## config.mk

```make
export PLATFORM = sky130hd
export DESIGN_NAME = hazard_scoreboard_unit
export DESIGN_NICKNAME = d
export VERILOG_FILES = /design/src/rtl/hazard_scoreboard_unit_pkg.sv /design/src/rtl/fwd_select.sv /design/src/rtl/hazard_scoreboard_unit.sv
export SDC_FILE = /design/constraint.sdc
export NUM_CORES = 1
export LEC_CHECK = 0
export CORE_UTILIZATION = 52
export CTS_CLUSTER_SIZE = 28
export DETAILED_ROUTE_END_ITERATION = 6
export MAX_ROUTING_LAYER = met4
export PLACE_DENSITY_LB_ADDON = 0.05
export SLEW_MARGIN = 15
export SYNTH_ARGS = -nofsm -noshare
export SYNTH_HDL_FRONTEND = slang
export SYNTH_SLANG_ARGS = --single-unit
```

## constraint.sdc

```tcl
create_clock -name clock -period 4.4 [get_ports clock]
set_input_delay 1.1 -clock clock [delete_from_list [all_inputs] [get_ports clock]]
set_output_delay 1.1 -clock clock [all_outputs]
set_load 0.01 [all_outputs]
```

## src/rtl/hazard_scoreboard_unit_pkg.sv

```systemverilog
// Shared encodings for the ID/EX hazard controller: operand-select codes
// and the multiplier scoreboard state machine.
package hazard_scoreboard_unit_pkg;

    // ALU operand mux select codes
    localparam logic [1:0] FWD_NONE  = 2'b00;
    localparam logic [1:0] FWD_MEMWB = 2'b01;
    localparam logic [1:0] FWD_EXMEM = 2'b10;

    // Multiplier occupancy states
    typedef enum logic [1:0] {
        HZ_IDLE = 2'd0,
        HZ_BUSY = 2'd1,
        HZ_WB   = 2'd2
    } hz_state_e;

endpackage

```

## src/rtl/fwd_select.sv

```systemverilog
// Forwarding select for one EX-stage source operand. EX/MEM results are
// newer than MEM/WB results, so they take priority; register 0 never forwards.
module fwd_select
    import hazard_scoreboard_unit_pkg::*;
#(
    parameter int REG_AW = 5
) (
    input  logic [REG_AW-1:0] src,
    input  logic [REG_AW-1:0] exmem_rd,
    input  logic              exmem_regwrite,
    input  logic [REG_AW-1:0] memwb_rd,
    input  logic              memwb_regwrite,
    output logic [1:0]        sel
);

    // Pick the youngest in-flight producer of this source register
    always_comb begin
        sel = FWD_NONE;
        if (exmem_regwrite && (exmem_rd != '0) && (exmem_rd == src)) begin
            sel = FWD_EXMEM;
        end else if (memwb_regwrite && (memwb_rd != '0) && (memwb_rd == src)) begin
            sel = FWD_MEMWB;
        end
    end

endmodule

```

## src/rtl/hazard_scoreboard_unit.sv

```systemverilog
// ID/EX hazard controller: EX operand forwarding, load-use stall, branch
// flush and a pending-register scoreboard for one non-pipelined multiplier.
// A taken branch overrides every stall reason: the ID instruction is squashed
// anyway, so holding the PC would only lose the branch target.
module hazard_scoreboard_unit
    import hazard_scoreboard_unit_pkg::*;
#(
    parameter int REG_AW  = 5,
    parameter int NUM_SRC = 2,
    parameter int MUL_LAT = 4,
    parameter int PCNT_W  = 16
) (
    input  logic                      clock,
    input  logic                      reset,
    input  logic                      id_valid,
    input  logic [NUM_SRC*REG_AW-1:0] id_src,
    input  logic [NUM_SRC-1:0]        id_src_used,
    input  logic [REG_AW-1:0]         id_dst,
    input  logic                      id_regwrite,
    input  logic                      id_is_mul,
    input  logic [NUM_SRC*REG_AW-1:0] idex_src,
    input  logic [REG_AW-1:0]         idex_rd,
    input  logic                      idex_memread,
    input  logic [REG_AW-1:0]         exmem_rd,
    input  logic                      exmem_regwrite,
    input  logic [REG_AW-1:0]         memwb_rd,
    input  logic                      memwb_regwrite,
    input  logic                      branch_taken,
    output logic [2*NUM_SRC-1:0]      forward,
    output logic                      stall,
    output logic                      bubble,
    output logic                      flush_ifid,
    output logic                      mul_busy,
    output logic                      mul_wb,
    output logic [REG_AW-1:0]         mul_wb_rd,
    output logic [PCNT_W-1:0]         stall_cycles
);

    localparam int NUM_REGS = 2 ** REG_AW;
    localparam int CNT_W    = (MUL_LAT > 2) ? $clog2(MUL_LAT) : 1;

    hz_state_e           state;
    logic [CNT_W-1:0]    count;
    logic [REG_AW-1:0]   mul_dst;
    logic [NUM_REGS-1:0] pending;

    logic hz_ld;
    logic hz_raw;
    logic hz_waw;
    logic hz_struct;
    logic issue;

    // One forwarding selector per EX-stage source operand
    for (genvar i = 0; i < NUM_SRC; i++) begin : g_fwd
        fwd_select #(.REG_AW(REG_AW)) u_fwd (
            .src            (idex_src[i*REG_AW +: REG_AW]),
            .exmem_rd       (exmem_rd),
            .exmem_regwrite (exmem_regwrite),
            .memwb_rd       (memwb_rd),
            .memwb_regwrite (memwb_regwrite),
            .sel            (forward[2*i +: 2])
        );
    end

    // Hazard detection over every used ID source operand
    always_comb begin
        hz_ld  = 1'b0;
        hz_raw = 1'b0;
        for (int i = 0; i < NUM_SRC; i++) begin
            if (id_src_used[i]) begin
                if (idex_memread && (idex_rd != '0) &&
                    (id_src[i*REG_AW +: REG_AW] == idex_rd)) begin
                    hz_ld = 1'b1;
                end
                if (pending[id_src[i*REG_AW +: REG_AW]]) begin
                    hz_raw = 1'b1;
                end
            end
        end
        hz_waw    = id_regwrite && pending[id_dst];
        hz_struct = id_is_mul && (state == HZ_BUSY);
    end

    // Pipeline control; the branch squash dominates all stall reasons
    always_comb begin
        stall      = id_valid && !branch_taken && (hz_ld | hz_raw | hz_waw | hz_struct);
        bubble     = stall | branch_taken;
        flush_ifid = branch_taken;
        issue      = id_valid && id_is_mul && !stall && !branch_taken;
        mul_busy   = (state == HZ_BUSY);
    end

    // Multiplier occupancy FSM with registered writeback strobe
    always_ff @(posedge clock or negedge reset) begin
        if (!reset) begin
            state     <= HZ_IDLE;
            count     <= '0;
            mul_dst   <= '0;
            mul_wb    <= 1'b0;
            mul_wb_rd <= '0;
        end else begin
            case (state)
                HZ_IDLE: begin
                    mul_wb <= 1'b0;
                    if (issue) begin
                        state   <= HZ_BUSY;
                        count   <= CNT_W'(MUL_LAT - 1);
                        mul_dst <= id_dst;
                    end
                end
                HZ_BUSY: begin
                    if (count == '0) begin
                        state     <= HZ_WB;
                        mul_wb    <= 1'b1;
                        mul_wb_rd <= mul_dst;
                    end else begin
                        count <= count - 1'b1;
                    end
                end
                HZ_WB: begin
                    mul_wb <= 1'b0;
                    if (issue) begin
                        state   <= HZ_BUSY;
                        count   <= CNT_W'(MUL_LAT - 1);
                        mul_dst <= id_dst;
                    end else begin
                        state <= HZ_IDLE;
                    end
                end
                default: begin
                    state  <= HZ_IDLE;
                    mul_wb <= 1'b0;
                end
            endcase
        end
    end

    // Pending-register scoreboard; a same-cycle set overrides the WB clear
    always_ff @(posedge clock or negedge reset) begin
        if (!reset) begin
            pending <= '0;
        end else begin
            if (state == HZ_WB) begin
                pending[mul_dst] <= 1'b0;
            end
            if (issue && (id_dst != '0)) begin
                pending[id_dst] <= 1'b1;
            end
        end
    end

    // Saturating count of stalled cycles
    always_ff @(posedge clock or negedge reset) begin
        if (!reset) begin
            stall_cycles <= '0;
        end else if (stall && (stall_cycles != '1)) begin
            stall_cycles <= stall_cycles + 1'b1;
        end
    end

endmodule

```

==> flow_metrics.tcl <==
set metrics [dict create \
    numClockSinks 63 \
    p_per_area_mw_per_mm2 366 \
    clkTransAtPathRegs_ps 80 \
    die_height_um 90.9 \
    finalNonFillerCells 637 \
    netlist_instances 416 \
    synth_area_mm2 0.00411 \
    grt_pass1_vias 3872 \
    via_per_inst 6.01 \
    ys_ff_latch 63 \
    nNetsFinal 583 \
    p_leak_nw 2.26 \
    status "finished, final reports clean" \
    fin_util 0.726 \
    ys.flop_type "dfrtp_1" \
    p_comb_frac 0.312 \
    first_iter_violations 280 \
    routabilityCongestion 0.961 \
    die_area_mm2 0.00825 \
    clk_latency_ps 350 \
    worst-setup-path-type "input port to primary output" \
    ys_top_cells_by_area "dfrtp_1, o21ai_0, mux4_2" \
    maxCapViolCount 0 \
    drcViolationCount 0 \
    synthToLayoutAreaGrowth_pct 36.0 \
    post_drt_wl_per_cell_um 18.2 \
    end_kind "primary output" \
    slew_violations 0 \
    worstHoldEndpoint "mul_wb" \
    crit_path_start_kind "input port" \
    ctsRootBufferMaster "clkbuf_8" \
    finalWirelength_um 11600 \
    dr.pass1.iters 5 \
    slew_headroom 0.533 \
    peakVddDrop_mv 0.261 \
    layout-drive-gt1-share 0.211 \
    slowest_delay_ps 390 \
    synth_top_area_cell "dfrtp_1" \
    cts_tree "built" \
    r2r_slack_ps 1280 \
    ys_types 48 \
    synth_top_area_share 0.384 \
    multiInputGateArea_mm2 0.00243 \
    seq_area_frac_synth 0.384 \
    grt_max_degree 34 \
    start_util 0.534 \
    cts.htree.levels 3 \
    period_share 0.990 \
    reg2reg_to "mul_dst[1]" \
    seq_power_share 0.409 \
    hold_viol_final 0 \
    holdCritStartpoint "mul_wb" \
    track_usage 0.308 \
    power_frac_clock 0.279 \
    worstPathArrival_ps 3260 \
    worstPathCellList "clkdlybuf4s15_2, buf_4, nor2b_1, a2111oi_1, nor4_1, a31oi_1, and4b_1, nand4_1, and2_4, or2_4, buf_6" \
    core_region_area_mm2 0.00769 \
    boundaryPins 81 \
    num_vias 3826 \
    grt_overflow 0 \
    worstHoldPathCells 1 \
    crit_fanout 11 \
    rsz0062_at_grt "true" \
    synth_edf_count 0 \
    swShare 0.327 \
    fill_cells 602 \
    io_buffers 80 \
    post-dp-hpwl_um 8830 \
    antenna_cells 0 \
    required_ps 3300 \
    yosysWarnings 0 \
    synth_nets 469 \
    synthArstFlopShare 1.00 \
    reg2regPathDepth 9 \
    min_path_type "flop to flop" \
    seq_area_mm2 0.00158 \
    clock_skew_ps 16.3 \
    fp.dieW_um 90.9 \
    cts_buffers 9 \
    rows 32 \
    postRouteAntennaNets 0 \
    fmax_ghz 0.229 \
    tightest_slew_ps 700 \
    post-place-cells 617 \
    setup_viol 0 \
    r2r_start "pending[1]" \
    grt_pass1_wl_um 19300 \
    p_switching_w 0.000669 \
    whs_ps 487 \
    cts_buffer_depth 2 \
    syn_avg_cell_area_um2 9.87 \
    worst_path_max_delay_cell "a2111oi_1" \
    min_period_ps 4360 \
    antenna_found_initial 0 \
    p_int_w 0.00138 \
]
area by class of cell:
class                   count  share of cell area
flip-flops and latches     63               0.282
repair buffers            130               0.216
clock buffers               9              0.0222
well taps                 102              0.0229
inverters                   4             0.00269
clock inverters             7              0.0186
multi-input cells         322               0.435
what timing repair did:
action                                  4_1_cts  5_1_grt
setup buffers                                 1        2
gates cloned                                  1        0
endpoints found under the setup margin        3        3
pin swaps                                     7        9
resized for setup                            25       22
hold buffers                                  0        0
metrics by stage:
stage	cell area, um^2	power [W]	setup TNS, ps	worst slack [ps]
final	5580	0.00204	0	42.5
after global routing	5580	0.00217	-28.1	-28.1
after CTS	5520	0.00204	-37.4	-37.4
after detailed placement	5270	0.00146	-1160	-719
after global placement	5270	0.00144	-1100	-664
after floorplan	4110	0.00115	0	230
synth_stat cells, drive strengths merged (6+ instances only):
library cell	n
nand2	25
nor2	11
buf	13
mux2i	23
nand3	17
o21ai	69
nor2b	9
nand3b	6
and3	13
xor2	20
clkbuf	14
nand2b	6
mux4	12
mux2	18
xnor2	21
dfrtp	63
nor4	6
nand4	11
power by group through the flow:
stage | logic [W] | clock network (W) | registers (W)
4_1_cts | 0.000630 | 0.000581 | 0.000829
3_5_place_dp | 0.000626 | 0 | 0.000839
3_3_place_gp | 0.000607 | 0 | 0.000835
6_report | 0.000638 | 0.000569 | 0.000837
2_1_floorplan | 0.000360 | 0 | 0.000795
5_1_grt | 0.000698 | 0.000610 | 0.000858
cells in the final DEF (no fill, tap or decap), types with 6 or more instances in the layout:
master           count
o21ai_0             64
dfrtp_1             63
clkdlybuf4s50_1     62
buf_4               44
nand2_1             25
xnor2_1             21
mux2i_1             20
xor2_1              20
nand3_1             17
and3_1              13
mux4_2              12
mux2_2              12
nor2_1              11
nand4_1             11
nor2b_1              9
clkbuf_8             9
dlygate4sd2_1        7
nand3b_1             6
nand2b_1             6
mux2_4               6
worst max-delay path by stage:
stage | from | endpoint
global placement | id_dst[1] | bubble
CTS | id_src[7] | bubble
global route | id_dst[1] | bubble
floorplan | id_dst[1] | bubble
detailed placement | id_dst[1] | bubble
finish | id_src[6] | bubble
logic make-up (layout without fill, tap and decap cells):
family / after synthesis / count (layout) / synth area share
multiplexers: 53 / 53 / 0.177
buffers and inverters: 31 / 150 / 0.0347
XOR/XNOR: 41 / 41 / 0.0875
AND/OR/NAND/NOR: 134 / 134 / 0.186
adder cells (fa/ha/maj): 2 / 2 / 0.00609
flip-flops: 63 / 63 / 0.384
AO/OA/AOI/OAI: 92 / 92 / 0.125
flip-flops by register name (all words and copies together) (netlist names):
name	count
state	2
pending	32
stall_cycles	16
mul_wb	1
mul_wb_rd	5
count	2
mul_dst	5
routing by layer:
metal  track usage  share of wire  up-vias
li1              -              -     1760
met1         0.375           0.41     1847
met2         0.511           0.49      191
met3        0.0774          0.078       28
met4        0.0833          0.021        0
met5             -              0        -
critical path, delay by kind of cell:
family | cells | cell delay (ps)
simple gates | 6 | 1050
buf+inv | 3 | 550
compound gates | 2 | 560
(Power assumes the default switching activity.)
